`src/rtl/uart_tx.sv`:
```
// UART transmitter: serialises one parallel word per frame as a start bit,
// the data LSB first, an optional even/odd parity bit and one stop bit.
// Each bit is held for max(prescale_tx,1) clocks. The line and busy flag are
// registered, so a request accepted at one edge shows the start bit from
// that same edge.
module uart_tx #(
    parameter int DWIDTH = 8,
    parameter int PWIDTH = 6
) (
    input  logic              clk,
    input  logic              rst,
    input  logic [DWIDTH-1:0] p_data_tx,
    input  logic              data_valid_tx,
    input  logic              parity_en_tx,
    input  logic              parity_type_tx,
    input  logic [PWIDTH-1:0] prescale_tx,
    output logic              s_data_tx,
    output logic              busy_tx
);

    localparam int IWIDTH = (DWIDTH > 1) ? $clog2(DWIDTH) : 1;

    typedef enum logic [2:0] {
        IDLE,
        START,
        DATA,
        PARITY,
        STOP
    } state_t;

    state_t            state, state_next;
    logic [DWIDTH-1:0] data_reg, data_next;
    logic              par_en_reg, par_en_next;
    logic              par_type_reg, par_type_next;
    logic [PWIDTH-1:0] p_reg, p_next;
    logic [PWIDTH-1:0] timer, timer_next;
    logic [IWIDTH-1:0] idx, idx_next;
    logic              line_next;
    logic              busy_next;
    logic              bit_done;
    logic              par_bit;

    // The current bit has been on the line for its full P clocks
    assign bit_done = (timer == (p_reg - PWIDTH'(1)));

    // Next-state logic: accept a request only in IDLE, then step through the
    // frame one bit time at a time using the configuration frozen at accept
    always_comb begin
        state_next    = state;
        data_next     = data_reg;
        par_en_next   = par_en_reg;
        par_type_next = par_type_reg;
        p_next        = p_reg;
        timer_next    = timer;
        idx_next      = idx;
        case (state)
            IDLE: begin
                if (data_valid_tx) begin
                    state_next    = START;
                    data_next     = p_data_tx;
                    par_en_next   = parity_en_tx;
                    par_type_next = parity_type_tx;
                    p_next        = (prescale_tx == '0) ? PWIDTH'(1) : prescale_tx;
                    timer_next    = '0;
                    idx_next      = '0;
                end
            end
            START: begin
                if (bit_done) begin
                    timer_next = '0;
                    idx_next   = '0;
                    state_next = DATA;
                end else begin
                    timer_next = timer + PWIDTH'(1);
                end
            end
            DATA: begin
                if (bit_done) begin
                    timer_next = '0;
                    if (idx == IWIDTH'(DWIDTH - 1)) begin
                        state_next = par_en_reg ? PARITY : STOP;
                    end else begin
                        idx_next = idx + IWIDTH'(1);
                    end
                end else begin
                    timer_next = timer + PWIDTH'(1);
                end
            end
            PARITY: begin
                if (bit_done) begin
                    timer_next = '0;
                    state_next = STOP;
                end else begin
                    timer_next = timer + PWIDTH'(1);
                end
            end
            STOP: begin
                if (bit_done) begin
                    timer_next = '0;
                    state_next = IDLE;
                end else begin
                    timer_next = timer + PWIDTH'(1);
                end
            end
            default: begin
                state_next = IDLE;
                timer_next = '0;
                idx_next   = '0;
            end
        endcase
    end

    // Parity of the word being sent; odd parity is the inverse of even
    assign par_bit = par_type_next ? ~(^data_next) : (^data_next);

    // Output decode from the next state so the line and busy are registered
    // alongside the state and change on the same edge as it
    always_comb begin
        line_next = 1'b1;
        busy_next = 1'b1;
        case (state_next)
            IDLE:    busy_next = 1'b0;
            START:   line_next = 1'b0;
            DATA:    line_next = data_next[idx_next];
            PARITY:  line_next = par_bit;
            STOP:    line_next = 1'b1;
            default: busy_next = 1'b0;
        endcase
    end

    // State, frozen configuration, counters and registered outputs
    always_ff @(posedge clk) begin
        if (rst) begin
            state        <= IDLE;
            data_reg     <= '0;
            par_en_reg   <= 1'b0;
            par_type_reg <= 1'b0;
            p_reg        <= '0;
            timer        <= '0;
            idx          <= '0;
            s_data_tx    <= 1'b1;
            busy_tx      <= 1'b0;
        end else begin
            state        <= state_next;
            data_reg     <= data_next;
            par_en_reg   <= par_en_next;
            par_type_reg <= par_type_next;
            p_reg        <= p_next;
            timer        <= timer_next;
            idx          <= idx_next;
            s_data_tx    <= line_next;
            busy_tx      <= busy_next;
        end
    end

endmodule

```
`config.mk`:
```
export PLATFORM = sky130hd
export DESIGN_NAME = uart_tx
export DESIGN_NICKNAME = d
export VERILOG_FILES = /design/src/rtl/uart_tx.sv
export SDC_FILE = /design/constraint.sdc
export NUM_CORES = 1
export LEC_CHECK = 0
export CORE_UTILIZATION = 60
export DETAILED_ROUTE_END_ITERATION = 7
export GPL_ROUTABILITY_DRIVEN = 0
export PLACE_DENSITY = 0.85
export SLEW_MARGIN = 20
export SYNTH_ARGS = -nofsm -noshare
export SYNTH_HDL_FRONTEND = slang
export SYNTH_SLANG_ARGS = --single-unit
```
`constraint.sdc`:
```
create_clock -name clk -period 7.7 [get_ports clk]
set_input_delay 1.54 -clock clk [delete_from_list [all_inputs] [get_ports clk]]
set_output_delay 1.54 -clock clk [all_outputs]
set_load 0.05 [all_outputs]
```
## After elaboration in Yosys (flattened, before gate mapping)

Index checks and enable logic that the tools add are counted.

| storage, ports and cells | value |
|---|---|
| bits of input ports | 19 |
| register bits | 30 |

| cells by class | value |
|---|---|
| bitwise gates (word level) | 1 |
| add/subtract/negate cells | 3 |
| multiplexer cells | 26 |
| eq/ne operators | 11 |
| order comparisons | 1 |
| reductions and logical operators | 7 |

Operator list:

| operator | count |
|---|---|
| $mux W3 | 11 |
| $mux W6 | 3 |
| $mux W8 | 2 |
| $pmux W3 S5 | 1 |
| $eq A3 B2 Y1 const B | 4 |
| $pmux W3 S4 | 1 |
| $pmux W6 S2 | 1 |
| $eq A3 B3 Y1 const B | 3 |
| $reduce_or A4 Y1 | 2 |
| $reduce_xor A8 Y1 | 1 |
| $add A6 B1 Y6 const B | 1 |
| $eq A3 B1 Y1 const B | 2 |
| $eq A6 B6 Y1 | 1 |
| $logic_not A6 Y1 | 1 |
| $sub A6 B1 Y6 const B | 1 |
| $mux W1 | 5 |
| $lt A3 B4 Y1 const B | 1 |
| $add A3 B1 Y3 const B | 1 |
| $bmux W1 S3 | 1 |
| $logic_not A3 Y1 | 1 |
| $pmux W1 S3 | 1 |
| $ne A2 B2 Y1 const B | 1 |
| $reduce_and A2 Y1 | 1 |
| $reduce_or A2 Y1 | 1 |
| $not A1 Y1 | 1 |

## Logic depth before layout (Yosys ltp)

Gate-level depths: netlist of run 1.

| depth | value |
|---|---|
| word-level depth | 7 |
| depth in mapped cells | 11 |
| gate-level depth less buffers | 10 |

## Least setup slack after synthesis of run 1

OpenSTA, ideal clock, no wires.

| timing path | value |
|---|---|
| kind | input -> register |
| start | in data_valid_tx |
| end | reg s_data_tx |
| data required time | 7.580 ns |
| path buffers | 0 |
| stages | 7 |
| slack | 4.755 ns |
| setup time | 0.120 ns |
| data arrival time | 2.825 ns |
| cell sequence | a21oi_1 > or2_2 > a211o_1 > o211a_2 > or3_1 > a32oi_1 > a21boi_1 |

| on the way | value |
|---|---|
| longest elaborated chain between the ends | 6 |
| elaborated cells between the ends (all ways) | 17 |

RTL lines:

| element | line | text |
|---|---|---|
| start: declaration | 13 | `input logic data_valid_tx,` |
| parallel branches: the longest is 5 deep, another holds $pmux W3 S4 | -- |  |
| $pmux W1 S3 * | 121 | `case (state_next)` |
| end signal: assignment | 151 | `s_data_tx <= line_next;` |
| end: declaration | 17 | `output logic s_data_tx,` |

Every way passes the cells marked *. The select of a mux whose other input is x is not followed.
A chain may end at the register's enable or synchronous reset.

## Worst setup path after layout of run 1

Ends and elaborated chain as after synthesis.

==> impl_metrics.py, run 1 <==
metrics = {
    "run_status": {
        "status": "completed",
    },
    "synthesis": {
        "yosys_most_used_dff": "dfxtp_1",
        "yosysUniqueCellTypes": 51,
        "yosys-top-cells-area": "dfxtp_1 (33%), nand2_1 (8.6%), xnor2_1 (7.2%)",
        "syn_nets": 256,
        "synth_edf_count": 0,
        "yosysMostFrequentCell": "nand2_1",
        "yosys.area_share.adder_pct": 2.05,
        "synth_area_per_cell_um2": 7.82,
        "synthMuxAreaShare_pct": 1.09,
        "synth_top_family_by_area": "compound AO/OA/AOI/OAI gates",
        "synth_top_area_share_pct": 32.8,
        "synthArstFlopShare_pct": 0,
        "synth-seq-area-share_pct": 32.8,
        "synth_seq_cells": 30,
        "syn_area_um2": 1830,
        "synth_compound_area_share_pct": 25.7,
        "synth_top_area_cell": "dfxtp_1",
        "syn-instance-count": 234,
        "synth_xor_area_share_pct": 10.0,
        "yosysWarnings": 0,
        "synth_simple_gate_area_share_pct": 24.5,
        "netlist_top_cells_count": "nand2_1 (42), dfxtp_1 (30), nor2_1 (26)",
    },
    "cells_and_area": {
        "nets": 273,
        "drive_gt1_share_pct": 8.73,
        "final_util_pct": 74.0,
        "antenna_cells": 0,
        "stdcell_count": 283,
        "area_growth_pct": 14.4,
        "fin_area_um2": 2090,
        "register_area_um2": 601,
        "fillers": 231,
        "multiInputGateArea_um2": 1160,
        "largest_register_ffs": 8,
    },
    "clocking": {
        "clk_pin_slew_ps": 100,
        "clock_latency_ps": 330,
        "post-cts-setup-buffer-count": 0,
        "cts_hold_buf": 0,
        "clock-root-buffer": "clkbuf_4",
        "cts-htree-levels": 2,
        "cts_resized": 0,
        "clk_path_buf_depth": 2,
        "clock_sinks": 30,
        "cts_made_buffers": 5,
        "cts_tree": "done",
    },
    "die": {
        "ios": 21,
        "row_count": 19,
        "core-area_um2": 2830,
        "die_area_um2": 3280,
        "fp.dieH_um": 57.2,
        "die_w_um": 57.2,
        "initial_core_util_pct": 64.7,
    },
    "worst_setup_path": {
        "cp_max_fo": 23,
        "startpoint": "data_valid_tx",
        "r2r-start": "p_reg[0]$_SDFFE_PP0P_",
        "crit_arrival_ps": 3810,
        "criticalPathCategory": "input pin to flip-flop",
        "worst_setup_path_end_kind": "flip-flop",
        "critPathRequiredTime_ps": 7920,
        "critPathLaunchType": "input pin",
    },
    "timing": {
        "hold_slack_ps": 477,
        "period_share_pct": 46.5,
        "hold_viol_final": 0,
        "fin_skew_ps": 8.20,
        "finalSetupTns_ps": 0,
        "slew_headroom_pct": 46.1,
        "tightestPinTransition_ps": 802,
        "max_clock_freq_mhz": 279,
        "setup_viol": 0,
        "layout_setup_ws_ps": 4120,
        "rsz0062_at_grt": "no",
        "final_max_slew_viol_count": 0,
        "finalCriticalPeriod_ps": 3580,
    },
    "detailed_routing": {
        "drc": 0,
        "drtIter0Drc": 82,
        "drtAntennaViolNets": 0,
        "drt_wl_total_um": 3790,
        "routedWlPerCell_um": 13.4,
        "firstDrtPassIters": 4,
        "vias_per_cell": 5.86,
        "vias": 1659,
    },
    "power_and_ir_drop": {
        "cellPowerDensity_nw_per_um2": 170,
        "p_leak_nw": 0.763,
        "total_power_mw": 0.356,
        "peakVddDrop_uv": 120,
    },
    "place": {
        "dp.final_hpwl_um": 2710,
        "dpl_cell_area_um2": 2030,
        "dp_slack_ps": 3800,
        "dp.cells": 275,
        "io_buffers": 20,
    },
    "worst_hold_path": {
        "hp-class": "flip-flop to flip-flop",
        "hp-start": "par_type_reg$_SDFF_PP0_",
    },
    "global_routing": {
        "grt_pass1_vias": 1491,
        "antenna_found_initial": 0,
        "grt_max_degree": 32,
        "gr-total-overflow": 0,
        "grt_util_all_layers_pct": 26.5,
        "grt_pass1_wl_um": 6680,
    },
    "run": {
        "drv_cap": 0,
    },
}
-- per-layer routing --
| layer | vias up | track usage, % | part of all wire (%) | routed length [um] |
|---|---|---|---|---|
| met2 | 36 | 42.9 | 46 | 1730 |
| met3 | 6 | 6.12 | 3.8 | 145 |
| met1 | 764 | 34.9 | 49 | 1860 |
| li1 | 853 | - | - | - |
| met5 | - | 0 | 0 | 0 |
| met4 | 0 | 9.06 | 1.4 | 53 |
-- placed cells by master, fill, tap and decap left out, types with 2 or more instances in the layout --
cell type	count
nor2b_1	5
a211o_1	2
a32oi_1	2
inv_1	7
a21oi_1	25
ha_1	3
nand3_1	3
o31ai_1	2
or3_1	5
nor3_1	2
dfxtp_1	30
o21bai_1	2
nor2_1	26
o22ai_1	2
clkbuf_4	5
a22oi_1	2
clkdlybuf4s50_1	20
nand2_1	42
xor2_1	6
mux2i_1	2
o21ba_2	2
xnor2_1	15
and3_1	2
o21ai_0	4
o211ai_1	4
nand4_1	2
o2111ai_1	2
-- final cells by class --
class / count / share of cell area, %
multi-input cells: 186 / 55.4
flip-flops and latches: 30 / 28.7
repair buffers: 21 / 9.92
clock buffers: 7 / 2.63
well taps: 31 / 1.85
inverters: 7 / 1.26
clock inverters: 1 / 0.239
-- power breakdown --
group          switching (mW)  internal [mW]  leakage, nW
logic                  0.0446         0.0401        0.482
registers             0.00828          0.163        0.245
clock network          0.0559         0.0442       0.0353
-- worst paths after layout --
path                                   to  slack (ps)  depth (start not counted)
hold / removal    par_type_reg$_SDFF_PP0_         480                          2
setup reg to reg     s_data_tx$_SDFF_PP1_        4980                         10
setup / recovery     s_data_tx$_SDFF_PP1_        4120                          7
hold reg to reg   par_type_reg$_SDFF_PP0_         480                          2
-- worst max-delay path, cell delays in order --
cell and delay (ps):
clkdlybuf4s50_1 510, and2_1 680, nor2_1 250, o211a_2 220, or3_1 320, a32oi_1 200
a21boi_1 80
-- logic make-up after synthesis --
| family | Yosys count |
|---|---|
| compound gates | 63 |
| flops | 30 |
| xor+xnor | 21 |
| simple gates | 97 |
| fa+ha+maj | 3 |
| buf+inv | 18 |
| mux | 2 |
Note: power is estimated with default switching activity, not from simulation.
==> run 2, diff against run 1 <==
--- a/config.mk
+++ b/config.mk
@@ -5,10 +5,10 @@
 export SDC_FILE = /design/constraint.sdc
 export NUM_CORES = 1
 export LEC_CHECK = 0
-export CORE_UTILIZATION = 60
+export CORE_UTILIZATION = 55
 export DETAILED_ROUTE_END_ITERATION = 7
 export GPL_ROUTABILITY_DRIVEN = 0
-export PLACE_DENSITY = 0.85
+export PLACE_DENSITY = 0.78
 export SLEW_MARGIN = 20
 export SYNTH_ARGS = -nofsm -noshare
 export SYNTH_HDL_FRONTEND = slang
==> constraint.sdc (replaced) <==
create_clock -name clk -period 3.68 [get_ports clk]
set_input_delay 0.736 -clock clk [delete_from_list [all_inputs] [get_ports clk]]
set_output_delay 0.736 -clock clk [all_outputs]
set_load 0.05 [all_outputs]
==> run 2 against run 1 <==
Clock-buffer cell count is 1 higher; critical path depth increased by 3; flip-flop and latch count did not move; utilization shrank 5.2 points; register-to-register slack worse by 4100 ps; non-clock buffer count grew 1; die area rose by 8.8%; power grew 120%; critical path type is now flip-flop to flip-flop; critical endpoint unchanged; largest cell class unchanged; highest routed layer unchanged.
==> impl_metrics.py, run 2 (same netlist as run 1, synthesis figures left out) <==
metrics = {
    "run_status": {
        "status": "completed",
    },
    "place": {
        "dp.final_hpwl_um": 2770,
        "io_buffers": 20,
        "dpl_cell_area_um2": 2060,
    },
    "clocking": {
        "clock-root-buffer": "clkbuf_4",
        "cts-htree-levels": 2,
        "clock_latency_ps": 330,
        "post-cts-setup-buffer-count": 0,
        "clock_sinks": 30,
        "cts_resized": 0,
        "cts_made_buffers": 5,
        "cts_tree": "done",
        "clk_pin_slew_ps": 90,
        "cts_hold_buf": 0,
        "clk_path_buf_depth": 2,
    },
    "cells_and_area": {
        "fin_area_um2": 2140,
        "largest_register_ffs": 8,
        "drive_gt1_share_pct": 9.49,
        "final_common_cell": "nand2_1",
        "antenna_cells": 0,
        "nets": 274,
        "layout_common_cells": "nand2_1 (42), dfxtp_1 (30), nor2_1 (26)",
        "area_growth_pct": 16.7,
    },
    "power_and_ir_drop": {
        "switching_power_mw": 0.226,
        "clock_power_share_pct": 31.3,
        "p_int_mw": 0.556,
        "p_comb_share_pct": 22.9,
        "peakVddDrop_uv": 244,
        "cellPowerDensity_nw_per_um2": 366,
        "swShare_pct": 28.9,
        "p_leak_nw": 0.777,
        "pwr-share-seq_pct": 45.8,
    },
    "timing": {
        "setup_viol": 0,
        "fin_skew_ps": 10.6,
        "slew_headroom_pct": 42.4,
        "hold_viol_final": 0,
        "tightestPinTransition_ps": 856,
        "period_share_pct": 75.6,
        "max_clock_freq_mhz": 360,
        "rsz0062_at_grt": "no",
        "finalCriticalPeriod_ps": 2780,
        "final_max_slew_viol_count": 0,
        "finalSetupTns_ps": 0,
    },
    "global_routing": {
        "grt_max_degree": 23,
        "grt_pass1_wl_um": 6350,
        "gr-total-overflow": 0,
        "grt_util_all_layers_pct": 24.2,
        "antenna_found_initial": 0,
        "grt_pass1_vias": 1437,
    },
    "die": {
        "initial_core_util_pct": 59.0,
        "fp.dieH_um": 59.7,
        "row_count": 20,
        "die_area_um2": 3560,
        "die_w_um": 59.7,
        "ios": 21,
        "core-area_um2": 3100,
    },
    "worst_setup_path": {
        "ff2ff_path_depth": 10,
        "worst_setup_path_end_kind": "flip-flop",
        "startpoint": "p_reg[0]$_SDFFE_PP0P_",
        "crit_path_cell_trace": "inv_1, ha_1, o21ba_2, a22oi_1, o2111ai_2, a211o_1, o211a_2, or3_1, a32oi_1, a21boi_1",
        "criticalPathCategory": "flip-flop to flip-flop",
        "path_buf_inv": 1,
        "cp_max_fo": 7,
        "rr_endpoint": "s_data_tx$_SDFF_PP1_",
        "crit_arrival_ps": 3000,
        "max_stage_delay_ps": 450,
        "crit_slowest_cell": "dfxtp_1",
        "r2r-start": "p_reg[0]$_SDFFE_PP0P_",
        "reg2reg_slack_ps": 900,
        "critPathRequiredTime_ps": 3900,
        "critPathLaunchType": "flip-flop",
        "crit_family": "compound AO/OA/AOI/OAI gates",
    },
    "detailed_routing": {
        "firstDrtPassIters": 4,
        "top_layer": "met4",
        "drt_wl_total_um": 3830,
        "vias_per_cell": 5.60,
        "drtAntennaViolNets": 0,
        "drtIter0Drc": 165,
        "drt-met1-wl_um": 1840,
        "wl_met2_um": 1740,
        "wl_met3_um": 180,
        "drc": 0,
        "routedWlPerCell_um": 12.9,
        "vias": 1662,
    },
    "worst_hold_path": {
        "min_to": "par_type_reg$_SDFF_PP0_",
        "hp-class": "flip-flop to flip-flop",
        "min_path_cells": 2,
        "hp-start": "par_type_reg$_SDFF_PP0_",
    },
    "run": {
        "drv_cap": 0,
    },
}
## run 2: worst max-delay path by stage
| stage | depth (start not counted) | to | slack, ps |
|---|---|---|---|
| 2_1_floorplan | 10 | s_data_tx$_SDFF_PP1_ | 1180 |
| 3_3_place_gp | 8 | s_data_tx$_SDFF_PP1_ | 930 |
| 3_5_place_dp | 8 | s_data_tx$_SDFF_PP1_ | 910 |
| 4_1_cts | 10 | s_data_tx$_SDFF_PP1_ | 910 |
| 5_1_grt | 10 | s_data_tx$_SDFF_PP1_ | 700 |
| 6_report | 10 | s_data_tx$_SDFF_PP1_ | 900 |
## run 2: stage by stage
| step | power (mW) | hold slack, ps | utilization (%) | cells | setup WS, ps |
|---|---|---|---|---|---|
| floorplan | 0.493 | 448 | - | 234 | 1180 |
| global placement | 0.540 | 458 | 66.3 | 289 | 933 |
| detailed placement | 0.543 | 463 | 66.3 | 289 | 911 |
| CTS | 0.787 | 476 | 68.8 | 297 | 914 |
| global route | 0.823 | 496 | 68.8 | 297 | 695 |
| finish | 0.781 | 470 | 68.8 | 297 | 900 |
## run 2: per-layer routing
| layer | vias up | track usage (%) |
|---|---|---|
| li1 | 858 | - |
| met1 | 748 | 32.0 |
| met2 | 48 | 36.7 |
| met3 | 8 | 7.14 |
| met4 | 0 | 9.97 |
| met5 | - | 0 |
## run 2: worst register-to-register path: stages, from the launching register on
cell and delay, ps:
dfxtp_1 450, inv_1 70, ha_1 250, o21ba_2 210
a22oi_1 230, o2111ai_2 270, a211o_1 400, o211a_2 190
or3_1 320, a32oi_1 210, a21boi_1 80
## run 2: power by group through the flow
stage | clock network [mW] | registers (mW) | logic [mW]
after floorplan | 0 | 0.367 | 0.126
after global placement | 0 | 0.365 | 0.174
after detailed placement | 0 | 0.365 | 0.178
after CTS | 0.250 | 0.358 | 0.179
after global routing | 0.266 | 0.360 | 0.197
final | 0.245 | 0.358 | 0.179
## run 2: final cells by class
| type | count | area [um2] |
|---|---|---|
| clock buffers | 8 | 78.8 |
| multi-input cells | 186 | 1160 |
| repair buffers | 22 | 215 |
| flip-flops and latches | 30 | 601 |
| well taps | 44 | 55.1 |
| fillers | 274 | 967 |
| inverters | 7 | 26.3 |
==> run 3, diff against run 2 <==
==> constraint.sdc (replaced) <==
create_clock -name clk -period 2.6 [get_ports clk]
set_input_delay 0.52 -clock clk [delete_from_list [all_inputs] [get_ports clk]]
set_output_delay 0.52 -clock clk [all_outputs]
set_load 0.05 [all_outputs]
==> run 3 against run 2 <==
Cell count increased by 3.4%; register-to-register slack worse by 850 ps; routed wire length grew 1.6%; critical endpoint unchanged; largest power group unchanged; clock-buffer cell count shrank 3.
==> impl_metrics.py, run 3 (same netlist as run 1, synthesis figures left out) <==
metrics = {
    "run_status": {
        "status": "completed",
    },
    "clocking": {
        "clk_path_buf_depth": 2,
        "cts_hold_buf": 0,
        "clock-root-buffer": "clkbuf_4",
        "cts-htree-levels": 2,
        "clock_sinks": 30,
        "clk_pin_slew_ps": 100,
        "cts_made_buffers": 5,
        "clock_latency_ps": 340,
        "cts_tree": "done",
    },
    "detailed_routing": {
        "drtAntennaViolNets": 0,
        "wl_met2_um": 1790,
        "firstDrtPassIters": 4,
        "drt_wl_total_um": 3890,
        "routedWlPerCell_um": 12.7,
        "drtIter0Drc": 111,
        "wl_met3_um": 232,
        "top_layer": "met4",
        "vias": 1736,
        "vias_per_cell": 5.65,
        "drc": 0,
        "drt-met1-wl_um": 1790,
    },
    "timing": {
        "hold_viol_final": 0,
        "setup_viol": 0,
        "final_max_slew_viol_count": 0,
        "rsz0062_at_grt": "yes",
        "slew_headroom_pct": 67.0,
        "layout_setup_ws_ps": 52.4,
        "tightestPinTransition_ps": 494,
        "finalSetupTns_ps": 0,
        "fin_skew_ps": 13.1,
        "max_clock_freq_mhz": 393,
        "hold_slack_ps": 482,
        "period_share_pct": 98.0,
        "finalCriticalPeriod_ps": 2550,
    },
    "cells_and_area": {
        "multiInputGateArea_um2": 1210,
        "stdcell_count": 307,
        "antenna_cells": 0,
        "drive_gt1_share_pct": 16.3,
        "fillers": 259,
        "register_area_um2": 603,
        "final_util_pct": 73.2,
        "final_common_cell": "nand2_1",
        "largest_register_ffs": 8,
        "layout_common_cells": "nand2_1 (42), dfxtp_1 (28), nor2_1 (26)",
        "area_growth_pct": 24.1,
        "nets": 284,
    },
    "worst_setup_path": {
        "crit_arrival_ps": 2770,
        "crit_family": "compound AO/OA/AOI/OAI gates",
        "worst_setup_path_end_kind": "flip-flop",
        "max_stage_delay_ps": 540,
        "critPathRequiredTime_ps": 2830,
        "criticalPathCategory": "flip-flop to flip-flop",
        "crit_path_cell_trace": "buf_6, or4_4, a31oi_4, o31ai_4, a211o_1, o211a_2, or3_1, a32oi_1, a21boi_1",
        "cp_max_fo": 7,
        "crit_slowest_cell": "or4_4",
        "critPathLaunchType": "flip-flop",
        "path_buf_inv": 1,
    },
    "die": {
        "row_count": 20,
        "core-area_um2": 3100,
        "die_area_um2": 3560,
        "initial_core_util_pct": 59.0,
        "die_w_um": 59.7,
        "fp.dieH_um": 59.7,
        "ios": 21,
    },
    "place": {
        "dp_slack_ps": 70.6,
        "dp.cells": 298,
        "io_buffers": 20,
        "dp.final_hpwl_um": 2800,
    },
    "power_and_ir_drop": {
        "cellPowerDensity_nw_per_um2": 516,
        "peakVddDrop_uv": 317,
        "p_leak_nw": 0.831,
    },
    "worst_hold_path": {
        "hp-class": "flip-flop to flip-flop",
    },
    "run": {
        "drv_cap": 0,
    },
    "global_routing": {
        "gr-total-overflow": 0,
        "grt_pass1_wl_um": 6490,
        "grt_util_all_layers_pct": 24.8,
        "grt_max_degree": 30,
        "antenna_found_initial": 0,
        "grt_pass1_vias": 1508,
    },
}
-- run 3: cell type report --
class                      instances  area share [%]
multi-input combinational        186            53.3
inverter                           7            1.16
sequential                        30            26.5
timing repair buffer              32            12.9
tap                               44            2.42
clock buffer                       5            1.65
clock inverter                     3            1.98
-- run 3: worst paths after layout --
path | slack, ps | from | cells after the start | endpoint
worst max-delay path | 50 | p_reg[0]$_SDFFE_PP0P_ | 9 | s_data_tx$_SDFF_PP1_
worst min-delay path | 480 | p_reg[1]$_SDFFE_PP0P_ | 2 | p_reg[1]$_SDFFE_PP0P_
worst max register to register | 50 | p_reg[0]$_SDFFE_PP0P_ | 9 | s_data_tx$_SDFF_PP1_
worst min register to register | 480 | p_reg[1]$_SDFFE_PP0P_ | 2 | p_reg[1]$_SDFFE_PP0P_
-- run 3: per-stage QoR --
step                power (mW)  cell area (um2)
floorplan                0.698             1830
global placement         0.774             2120
detailed placement       0.779             2120
CTS                       1.16             2210
global route              1.24             2270
finish                    1.17             2270
-- run 3: timing repair --
item	CTS	global route
buffers inserted	0	1
hold endpoints to repair	0	0
endpoints found under the setup margin	0	3
gates resized for setup	0	12
-- run 3: routing by layer --
layer | track usage (%) | vias to the layer above
met3 | 6.06 | 11
met4 | 12.3 | 0
met5 | 0 | -
li1 | - | 876
met2 | 37.8 | 58
met1 | 32.5 | 791
-- run 3: tightest hold or removal path, cell delays in order (launching register included) --
cell	delay [ps]
dfxtp_2	340
nand2_1	50
a21oi_1	60
-- run 3: where the power goes --
group	internal, mW	leakage, nW	switching (mW)
combinational	0.139	0.548	0.147
clock	0.202	0.0374	0.179
sequential	0.482	0.246	0.0233
total	0.823	0.831	0.349
